**src/rtl/fb_pixel_writer_pkg.sv**
```systemverilog
// ============================================================================
//  Package     : fb_pkg
//  Description : Shared types and default geometry for the framebuffer writer.
//  Revision    : 1.0 - initial release
// ============================================================================
`default_nettype none

package fb_pkg;

  localparam int FB_H_RES  = 320;
  localparam int FB_V_RES  = 200;
  localparam int FB_ADDR_W = 16;
  localparam int FB_DATA_W = 24;

  typedef struct packed {
    logic [7:0] r;
    logic [7:0] g;
    logic [7:0] b;
  } rgb_t;

  typedef enum logic [1:0] {
    FB_IDLE  = 2'd0,
    FB_WRITE = 2'd1,
    FB_DONE  = 2'd2
  } fb_state_e;

  function automatic rgb_t fb_pack_rgb(input logic [7:0] r, input logic [7:0] g,
                                       input logic [7:0] b);
    rgb_t p;
    p.r = r;
    p.g = g;
    p.b = b;
    return p;
  endfunction

endpackage

`default_nettype wire

```
**src/rtl/fb_pixel_writer_if.sv**
```systemverilog
// ============================================================================
//  Interface   : fb_pixel_writer_if
//  Description : Pixel stream in, BRAM port-B write out. Optional macro
//                FB_WRITE_DOUBLE_BUFFER_EN adds a bank bit and o_bank.
//  Revision    : 1.0 - initial release
// ============================================================================
`default_nettype none

interface fb_pixel_writer_if
  import fb_pkg::*;
#(
  parameter int ADDR_W = FB_ADDR_W,
  parameter int DATA_W = FB_DATA_W
);

`ifdef FB_WRITE_DOUBLE_BUFFER_EN
  localparam int C_ADDRB_W = ADDR_W + 1;
`else
  localparam int C_ADDRB_W = ADDR_W;
`endif

  logic                 i_valid;
  logic                 o_ready;
  logic                 i_sof;
  logic                 i_eol;
  logic [DATA_W-1:0]    i_rgb;
  logic                 i_fb_lock;
  logic                 o_web;
  logic [C_ADDRB_W-1:0] o_addrb;
  logic [DATA_W-1:0]    o_dinb;
  logic                 o_frame_done;
  logic                 o_line_err;
  logic                 o_sof_err;
`ifdef FB_WRITE_DOUBLE_BUFFER_EN
  logic                 o_bank;
`endif

  modport master (
    output i_valid, i_sof, i_eol, i_rgb, i_fb_lock,
    input  o_ready, o_web, o_addrb, o_dinb, o_frame_done, o_line_err, o_sof_err
`ifdef FB_WRITE_DOUBLE_BUFFER_EN
    , o_bank
`endif
  );

  modport slave (
    input  i_valid, i_sof, i_eol, i_rgb, i_fb_lock,
    output o_ready, o_web, o_addrb, o_dinb, o_frame_done, o_line_err, o_sof_err
`ifdef FB_WRITE_DOUBLE_BUFFER_EN
    , o_bank
`endif
  );

endinterface

`default_nettype wire

```
**src/rtl/fb_addr_gen.sv**
```systemverilog
// ============================================================================
//  Module      : fb_addr_gen
//  Description : Column/row counters and incremental linear address
//                (row_base + x) without a multiplier.
//  Revision    : 1.0 - initial release
// ============================================================================
`default_nettype none

module fb_addr_gen
  import fb_pkg::*;
#(
  parameter int H_RES  = FB_H_RES,
  parameter int V_RES  = FB_V_RES,
  parameter int ADDR_W = FB_ADDR_W
) (
  input  wire logic              clk,
  input  wire logic              rst,
  input  wire logic              i_start,
  input  wire logic              i_step,
  input  wire logic              i_line_done,
  output logic [ADDR_W-1:0]      o_addr,
  output logic                   o_x_last,
  output logic                   o_y_last
);

  localparam int C_X_W = (H_RES > 1) ? $clog2(H_RES) : 1;
  localparam int C_Y_W = (V_RES > 1) ? $clog2(V_RES) : 1;
  localparam logic [C_X_W-1:0]  c_x_max = C_X_W'(H_RES - 1);
  localparam logic [C_Y_W-1:0]  c_y_max = C_Y_W'(V_RES - 1);
  localparam logic [ADDR_W-1:0] c_h_res = ADDR_W'(H_RES);

  logic [C_X_W-1:0]  r_x;
  logic [C_Y_W-1:0]  r_y;
  logic [ADDR_W-1:0] r_row_base;
  logic [ADDR_W-1:0] r_addr;

  always_ff @(posedge clk) begin
    if (rst) begin
      r_x        <= '0;
      r_y        <= '0;
      r_row_base <= '0;
      r_addr     <= '0;
    end else if (i_start) begin
      // The start-of-frame pixel itself lands at 0, so the next one is column 1.
      r_x        <= C_X_W'(1);
      r_y        <= '0;
      r_row_base <= '0;
      r_addr     <= ADDR_W'(1);
    end else if (i_step) begin
      if (i_line_done) begin
        if (o_y_last) begin
          r_x        <= '0;
          r_y        <= '0;
          r_row_base <= '0;
          r_addr     <= '0;
        end else begin
          r_x        <= '0;
          r_y        <= r_y + 1'b1;
          r_row_base <= r_row_base + c_h_res;
          r_addr     <= r_row_base + c_h_res;
        end
      end else begin
        r_x    <= r_x + 1'b1;
        r_addr <= r_addr + 1'b1;
      end
    end
  end

  assign o_addr   = r_addr;
  assign o_x_last = (r_x == c_x_max);
  assign o_y_last = (r_y == c_y_max);

endmodule

`default_nettype wire

```
**src/rtl/fb_pixel_writer.sv**
```systemverilog
// ============================================================================
//  Module      : fb_pixel_writer
//  Description : Pixel stream to framebuffer BRAM write port with protocol
//                error flags. Optional macro FB_WRITE_DOUBLE_BUFFER_EN.
//  Revision    : 1.0 - initial release
// ============================================================================
`default_nettype none

module fb_pixel_writer
  import fb_pkg::*;
#(
  parameter int H_RES  = FB_H_RES,
  parameter int V_RES  = FB_V_RES,
  parameter int ADDR_W = FB_ADDR_W,
  parameter int DATA_W = FB_DATA_W
) (
  input  wire logic        clk,
  input  wire logic        rst,
  fb_pixel_writer_if.slave bus
);

  localparam logic [1:0] c_st_idle  = FB_IDLE;
  localparam logic [1:0] c_st_write = FB_WRITE;
  localparam logic [1:0] c_st_done  = FB_DONE;

  logic [1:0]        r_state;
  logic              r_web;
  logic [ADDR_W-1:0] r_addrb;
  logic [DATA_W-1:0] r_dinb;
  logic              r_frame_done;
  logic              r_line_err;
  logic              r_sof_err;

  logic              w_ready;
  logic              w_accept;
  logic              w_sof_acc;
  logic              w_step;
  logic              w_line_done;
  logic [ADDR_W-1:0] w_addr;
  logic              w_x_last;
  logic              w_y_last;

  assign w_ready     = !bus.i_fb_lock & ((r_state == c_st_idle) | (r_state == c_st_write));
  assign w_accept    = bus.i_valid & w_ready;
  assign w_sof_acc   = w_accept & bus.i_sof;
  // sof wins over eol, so a step is only a non-sof beat inside a frame.
  assign w_step      = w_accept & !bus.i_sof & (r_state == c_st_write);
  assign w_line_done = w_step & (w_x_last | bus.i_eol);

  fb_addr_gen #(
    .H_RES  (H_RES),
    .V_RES  (V_RES),
    .ADDR_W (ADDR_W)
  ) u_addr_gen (
    .clk         (clk),
    .rst         (rst),
    .i_start     (w_sof_acc),
    .i_step      (w_step),
    .i_line_done (w_line_done),
    .o_addr      (w_addr),
    .o_x_last    (w_x_last),
    .o_y_last    (w_y_last)
  );

  always_ff @(posedge clk) begin
    if (rst) begin
      r_state      <= c_st_idle;
      r_web        <= 1'b0;
      r_addrb      <= '0;
      r_dinb       <= '0;
      r_frame_done <= 1'b0;
      r_line_err   <= 1'b0;
      r_sof_err    <= 1'b0;
    end else begin
      r_web        <= w_sof_acc | w_step;
      r_line_err   <= w_step & (w_x_last ^ bus.i_eol);
      r_sof_err    <= w_sof_acc & (r_state == c_st_write);
      r_frame_done <= (r_state == c_st_done);
      if (w_sof_acc | w_step) begin
        r_addrb <= w_sof_acc ? '0 : w_addr;
        r_dinb  <= bus.i_rgb;
      end
      case (r_state)
        c_st_idle:  if (w_sof_acc) r_state <= c_st_write;
        c_st_write: if (w_line_done & w_y_last) r_state <= c_st_done;
        c_st_done:  r_state <= c_st_idle;
        default:    r_state <= c_st_idle;
      endcase
    end
  end

`ifdef FB_WRITE_DOUBLE_BUFFER_EN
  logic r_bank_wr;
  logic r_bank_done;

  // Bank flips together with o_frame_done, after the frame's last write.
  always_ff @(posedge clk) begin
    if (rst) begin
      r_bank_wr   <= 1'b0;
      r_bank_done <= 1'b0;
    end else if (r_state == c_st_done) begin
      r_bank_wr   <= ~r_bank_wr;
      r_bank_done <= r_bank_wr;
    end
  end

  assign bus.o_addrb = {r_bank_wr, r_addrb};
  assign bus.o_bank  = r_bank_done;
`else
  assign bus.o_addrb = r_addrb;
`endif

  assign bus.o_ready      = w_ready;
  assign bus.o_web        = r_web;
  assign bus.o_dinb       = r_dinb;
  assign bus.o_frame_done = r_frame_done;
  assign bus.o_line_err   = r_line_err;
  assign bus.o_sof_err    = r_sof_err;

endmodule

`default_nettype wire

```
**src/flat_wrapper.sv**
```systemverilog
// flat-port wrapper written by rule: the top's interface ports become plain ports
module fb_pixel_writer_flat import fb_pkg::*;
#(
  parameter int H_RES  = FB_H_RES,
  parameter int V_RES  = FB_V_RES,
  parameter int ADDR_W = FB_ADDR_W,
  parameter int DATA_W = FB_DATA_W
)
  (clk, rst, bus_i_valid, bus_i_sof, bus_i_eol, bus_i_rgb, bus_i_fb_lock, bus_o_ready, bus_o_web, bus_o_addrb, bus_o_dinb, bus_o_frame_done, bus_o_line_err, bus_o_sof_err);
  fb_pixel_writer_if #(.ADDR_W(ADDR_W), .DATA_W(DATA_W)) bus_i ();
  input  wire logic clk;
  input  wire logic rst;
  input wire logic [$bits(bus_i.i_valid)-1:0] bus_i_valid;
  input wire logic [$bits(bus_i.i_sof)-1:0] bus_i_sof;
  input wire logic [$bits(bus_i.i_eol)-1:0] bus_i_eol;
  input wire logic [$bits(bus_i.i_rgb)-1:0] bus_i_rgb;
  input wire logic [$bits(bus_i.i_fb_lock)-1:0] bus_i_fb_lock;
  output wire logic [$bits(bus_i.o_ready)-1:0] bus_o_ready;
  output wire logic [$bits(bus_i.o_web)-1:0] bus_o_web;
  output wire logic [$bits(bus_i.o_addrb)-1:0] bus_o_addrb;
  output wire logic [$bits(bus_i.o_dinb)-1:0] bus_o_dinb;
  output wire logic [$bits(bus_i.o_frame_done)-1:0] bus_o_frame_done;
  output wire logic [$bits(bus_i.o_line_err)-1:0] bus_o_line_err;
  output wire logic [$bits(bus_i.o_sof_err)-1:0] bus_o_sof_err;
  assign bus_i.i_valid = bus_i_valid;
  assign bus_i.i_sof = bus_i_sof;
  assign bus_i.i_eol = bus_i_eol;
  assign bus_i.i_rgb = bus_i_rgb;
  assign bus_i.i_fb_lock = bus_i_fb_lock;
  assign bus_o_ready = bus_i.o_ready;
  assign bus_o_web = bus_i.o_web;
  assign bus_o_addrb = bus_i.o_addrb;
  assign bus_o_dinb = bus_i.o_dinb;
  assign bus_o_frame_done = bus_i.o_frame_done;
  assign bus_o_line_err = bus_i.o_line_err;
  assign bus_o_sof_err = bus_i.o_sof_err;
  fb_pixel_writer #(.H_RES(H_RES), .V_RES(V_RES), .ADDR_W(ADDR_W), .DATA_W(DATA_W)) u_core (.clk(clk), .rst(rst), .bus(bus_i));
endmodule
```
**config.mk**
```make
export PLATFORM = sky130hd
export DESIGN_NAME = fb_pixel_writer_flat
export DESIGN_NICKNAME = d
export VERILOG_FILES = /design/src/rtl/fb_pixel_writer_pkg.sv /design/src/rtl/fb_pixel_writer_if.sv /design/src/rtl/fb_addr_gen.sv /design/src/rtl/fb_pixel_writer.sv /design/src/flat_wrapper.sv
export SDC_FILE = /design/constraint.sdc
export NUM_CORES = 1
export LEC_CHECK = 0
export ABC_CLOCK_PERIOD_IN_PS = 2670
export BUFFER_PORTS_ARGS = -buffer_cell sky130_fd_sc_hd__buf_2
export CAP_MARGIN = 10
export CORE_MARGIN = 1
export CORE_UTILIZATION = 39
export DETAILED_ROUTE_END_ITERATION = 10
export GPL_ROUTABILITY_DRIVEN = 0
export HOLD_SLACK_MARGIN = 0.15
export PLACE_DENSITY = 0.56
export SYNTH_ARGS = -nofsm -noshare
export SYNTH_HDL_FRONTEND = slang
export SYNTH_SLANG_ARGS = --single-unit
```
**constraint.sdc**
```tcl
create_clock -name clk -period 2.67 [get_ports clk]
set_input_delay 0.1335 -clock clk [delete_from_list [all_inputs] [get_ports clk]]
set_output_delay 0.1335 -clock clk [all_outputs]
set_load 0.05 [all_outputs]
```
==> impl_metrics.toml <==
[die]
die_area_mm2 = 0.01084
die_h_um = 104.1
rows = 36
ios = 75
core-area_mm2 = 0.009955
start_util_pct = 40.85
fp.dieW_um = 104.1

[timing]
tns_ps = 0
finalHoldViolCount = 0
slew_viol_final = 0
final-setup-viol-count = 0
fin_ws_ps = 220.7
slew_headroom_pct = 46.95
period_needed_ps = 2449
skew_ps = 14.15
hold_ws_ps = 181.4
rsz0062_at_grt = "false"
fmax_ghz = 0.4083
post-route-period-util_pct = 91.73
worstMarginPinSlew_ps = 795.7

[route]
drtIter0Drc = 160
num_vias = 3765
wire_per_inst_um = 14.17
ant_nets = 0
via_per_inst = 5.179
drtPass1Iterations = 4
drt_wl_total_um = 10300
post-route-drc-count = 0

[clocking]
path_clk_slew_ps = 100
cts_sinks = 95
root_buffer = "clkbuf_8"
cts_resized = 0
hold_buffers = 32
cts_tree = "built"
htreeDepth = 3
cts_setup_buffers = 0
cts_buffers = 9
cts.path.max_buffers = 2
clk_latency_ps = 380

[global_route]
overflow = 0
grt_pass1_wl_um = 17190
grt.total_usage_pct = 19.72
antenna_found_initial = 0
grt_pass1_vias = 3568
grt_max_degree = 34

[synthesis]
syn_nets = 525
async_reset_ff_share_pct = 0
yosys.cell_count.top_type = "nand2_1"
synth_area_mm2 = 0.004066
synth-edff-count = 0
synth_area_leaders = "dfxtp_1 (47%), nand2_1 (9.9%), a21oi_1 (7.1%), nor2_1 (3.5%), xnor2_1 (2.4%)"
avgSynthCellArea_um2 = 8.299
synth-seq-cells = 95
synth_warnings = 0
syn-instance-count = 490
synthTopCellsByCount = "nand2_1 (107), dfxtp_1 (95), a21oi_1 (58), nor2_1 (38), nand3_1 (16)"
synth_cell_types = 54
synthFlopType = "dfxtp_1"
ys_seq_area_share_pct = 46.77
synth.top_cell.area_share_pct = 46.77
synth_top_cell_by_area = "dfxtp_1"

[worst_setup_path]
slowest_delay_ps = 400
reg2reg_slack_ps = 220
r2r_end = "u_core.u_addr_gen.r_row_base[13]$_SDFFE_PP0P_"
cp_top_family = "simple AND/OR/NAND/NOR gates"
cpMaxStageDelayCell = "dfxtp_1"
required_ps = 2960
crit_chain = "and3_1, and3_1, nand3_1, ha_1, nor4b_4, nand2_4, nor2_4, buf_12, o21ai_1, a311oi_1"
end_kind = "flop"
critPathBufInv = 1
crit_type = "reg -> reg"
reg2reg_depth = 10
start_kind = "flop"
cp_common_cell = "and3_1"
cp_num_cells = 10
path_max_fanout = 14
cp_data_arrival_time_ps = 2740
regToRegStartpoint = "u_core.u_addr_gen.r_x[3]$_SDFFE_PP0P_"

[hold_path]
hold_path_class = "in -> reg"
min_from = "bus_i_sof"
holdPathEnd = "u_core.u_addr_gen.r_x[0]$_SDFFE_PP0P_"
hold_depth = 3

[cells_and_area]
final_core_util_pct = 51.32
drive_gt1_share_pct = 19.36
layout.nets = 624
areaGrowthSynthToFinish_pct = 25.63
n_antenna_cell = 0

[placement]
dp_slack_ps = 217.1
dpl.hpwl_um = 6702
portBuffers = 74

[power]
power-per-cell-area_mw_per_mm2 = 542.0
p_leak_nw = 1.993
vdd_drop_max_v = 0.0002398

[status]
status = "finished, final reports clean"

[flow_run]
maxCapViolations = 0
tightest hold or removal path, cell delays in order:
cell	delay, ps
buf_2	160
nand2_1	140
a21oi_1	80
kinds of logic after synthesis:
logic type               after synthesis  synth area share [%]
adder cells (fa/ha/maj)                5                 1.538
buffers and inverters                 33                 3.846
AND/OR/NAND/NOR                      229                 27.63
flip-flops                            95                 46.77
AO/OA/AOI/OAI                        108                 15.85
multiplexers                           1                0.2769
XOR/XNOR                              19                 4.092
worst max-delay path by stage:
stage / slack [ps] / start / endpoint
floorplan: 600 / u_core.u_addr_gen.r_x[0]$_SDFFE_PP0P_ / u_core.u_addr_gen.o_addr[13]$_SDFFE_PP0P_
global route: 20 / u_core.u_addr_gen.r_x[3]$_SDFFE_PP0P_ / u_core.u_addr_gen.r_row_base[9]$_SDFFE_PP0P_
detailed placement: 220 / u_core.u_addr_gen.r_x[3]$_SDFFE_PP0P_ / u_core.u_addr_gen.r_row_base[13]$_SDFFE_PP0P_
CTS: 210 / u_core.u_addr_gen.r_x[3]$_SDFFE_PP0P_ / u_core.u_addr_gen.r_row_base[13]$_SDFFE_PP0P_
finish: 220 / u_core.u_addr_gen.r_x[3]$_SDFFE_PP0P_ / u_core.u_addr_gen.r_row_base[13]$_SDFFE_PP0P_
global placement: 310 / u_core.u_addr_gen.r_x[0]$_SDFFE_PP0P_ / u_core.u_addr_gen.r_row_base[10]$_SDFFE_PP0P_
report_power, final:
part / internal, mW / switching (mW) / leakage, nW
sequential: 1.43 / 0.0104 / 0.767
clock: 0.562 / 0.535 / 0.115
combinational: 0.0837 / 0.145 / 1.11
total: 2.08 / 0.690 / 1.99
cell type report:
type / count / area (um2)
clock buffer: 11 / 141.4
clock inverter: 5 / 86.33
fill: 940 / 4846
inverter: 4 / 15.01
multi-input combinational: 362 / 2012
sequential: 95 / 1902
tap: 133 / 166.4
timing repair buffer: 117 / 785.8
state kept, by name (all words and copies together) (netlist names), 2 cells and up:
name	cells
u_core.bus.o_dinb	24
u_core.bus.o_addrb	16
u_core.u_addr_gen.o_addr	16
u_core.u_addr_gen.r_row_base	16
u_core.u_addr_gen.r_x	9
u_core.u_addr_gen.r_y	8
u_core.r_state	2
metal layers:
metal / share of wire [%] / wire [um] / vias up / track usage (%)
met1: 46 / 4703 / 1755 / 24.88
met4: 1.7 / 180 / 0 / 7.347
li1: - / - / 1911 / -
met3: 4.5 / 459 / 17 / 4.699
met5: 0 / 0 / - / 0
met2: 48 / 4960 / 82 / 32.62
through the flow:
stage / total power, mW / instances / area [um2]
2_1_floorplan: 1.603 / 490 / 4066
3_3_place_gp: 1.668 / 679 / 4561
3_5_place_dp: 1.671 / 679 / 4561
4_1_cts: 2.790 / 727 / 5109
5_1_grt: 2.877 / 727 / 5109
6_report: 2.769 / 727 / 5109
cells in the final DEF, fill, tap and decap left out, types with 3 or more instances in the layout:
cell / Yosys / final
nand2_1: 107 / 107
dfxtp_1: 95 / 95
buf_2: 10 / 74
a21oi_1: 58 / 58
nor2_1: 38 / 38
dlygate4sd3_1: 0 / 32
nand3_1: 16 / 16
nor3_1: 13 / 13
and3_1: 12 / 12
xnor2_1: 11 / 11
nand4_1: 10 / 10
o21ai_0: 11 / 10
clkbuf_8: 0 / 10
buf_4: 1 / 10
a22oi_1: 8 / 8
xor2_1: 8 / 8
a31oi_1: 6 / 6
a311oi_1: 5 / 5
ha_1: 5 / 5
inv_1: 4 / 4
nand2b_1: 4 / 4
or3_1: 4 / 4
o22ai_1: 4 / 4
or2_2: 3 / 3
or4_1: 3 / 3
Power figures use the tool's default switching activity.
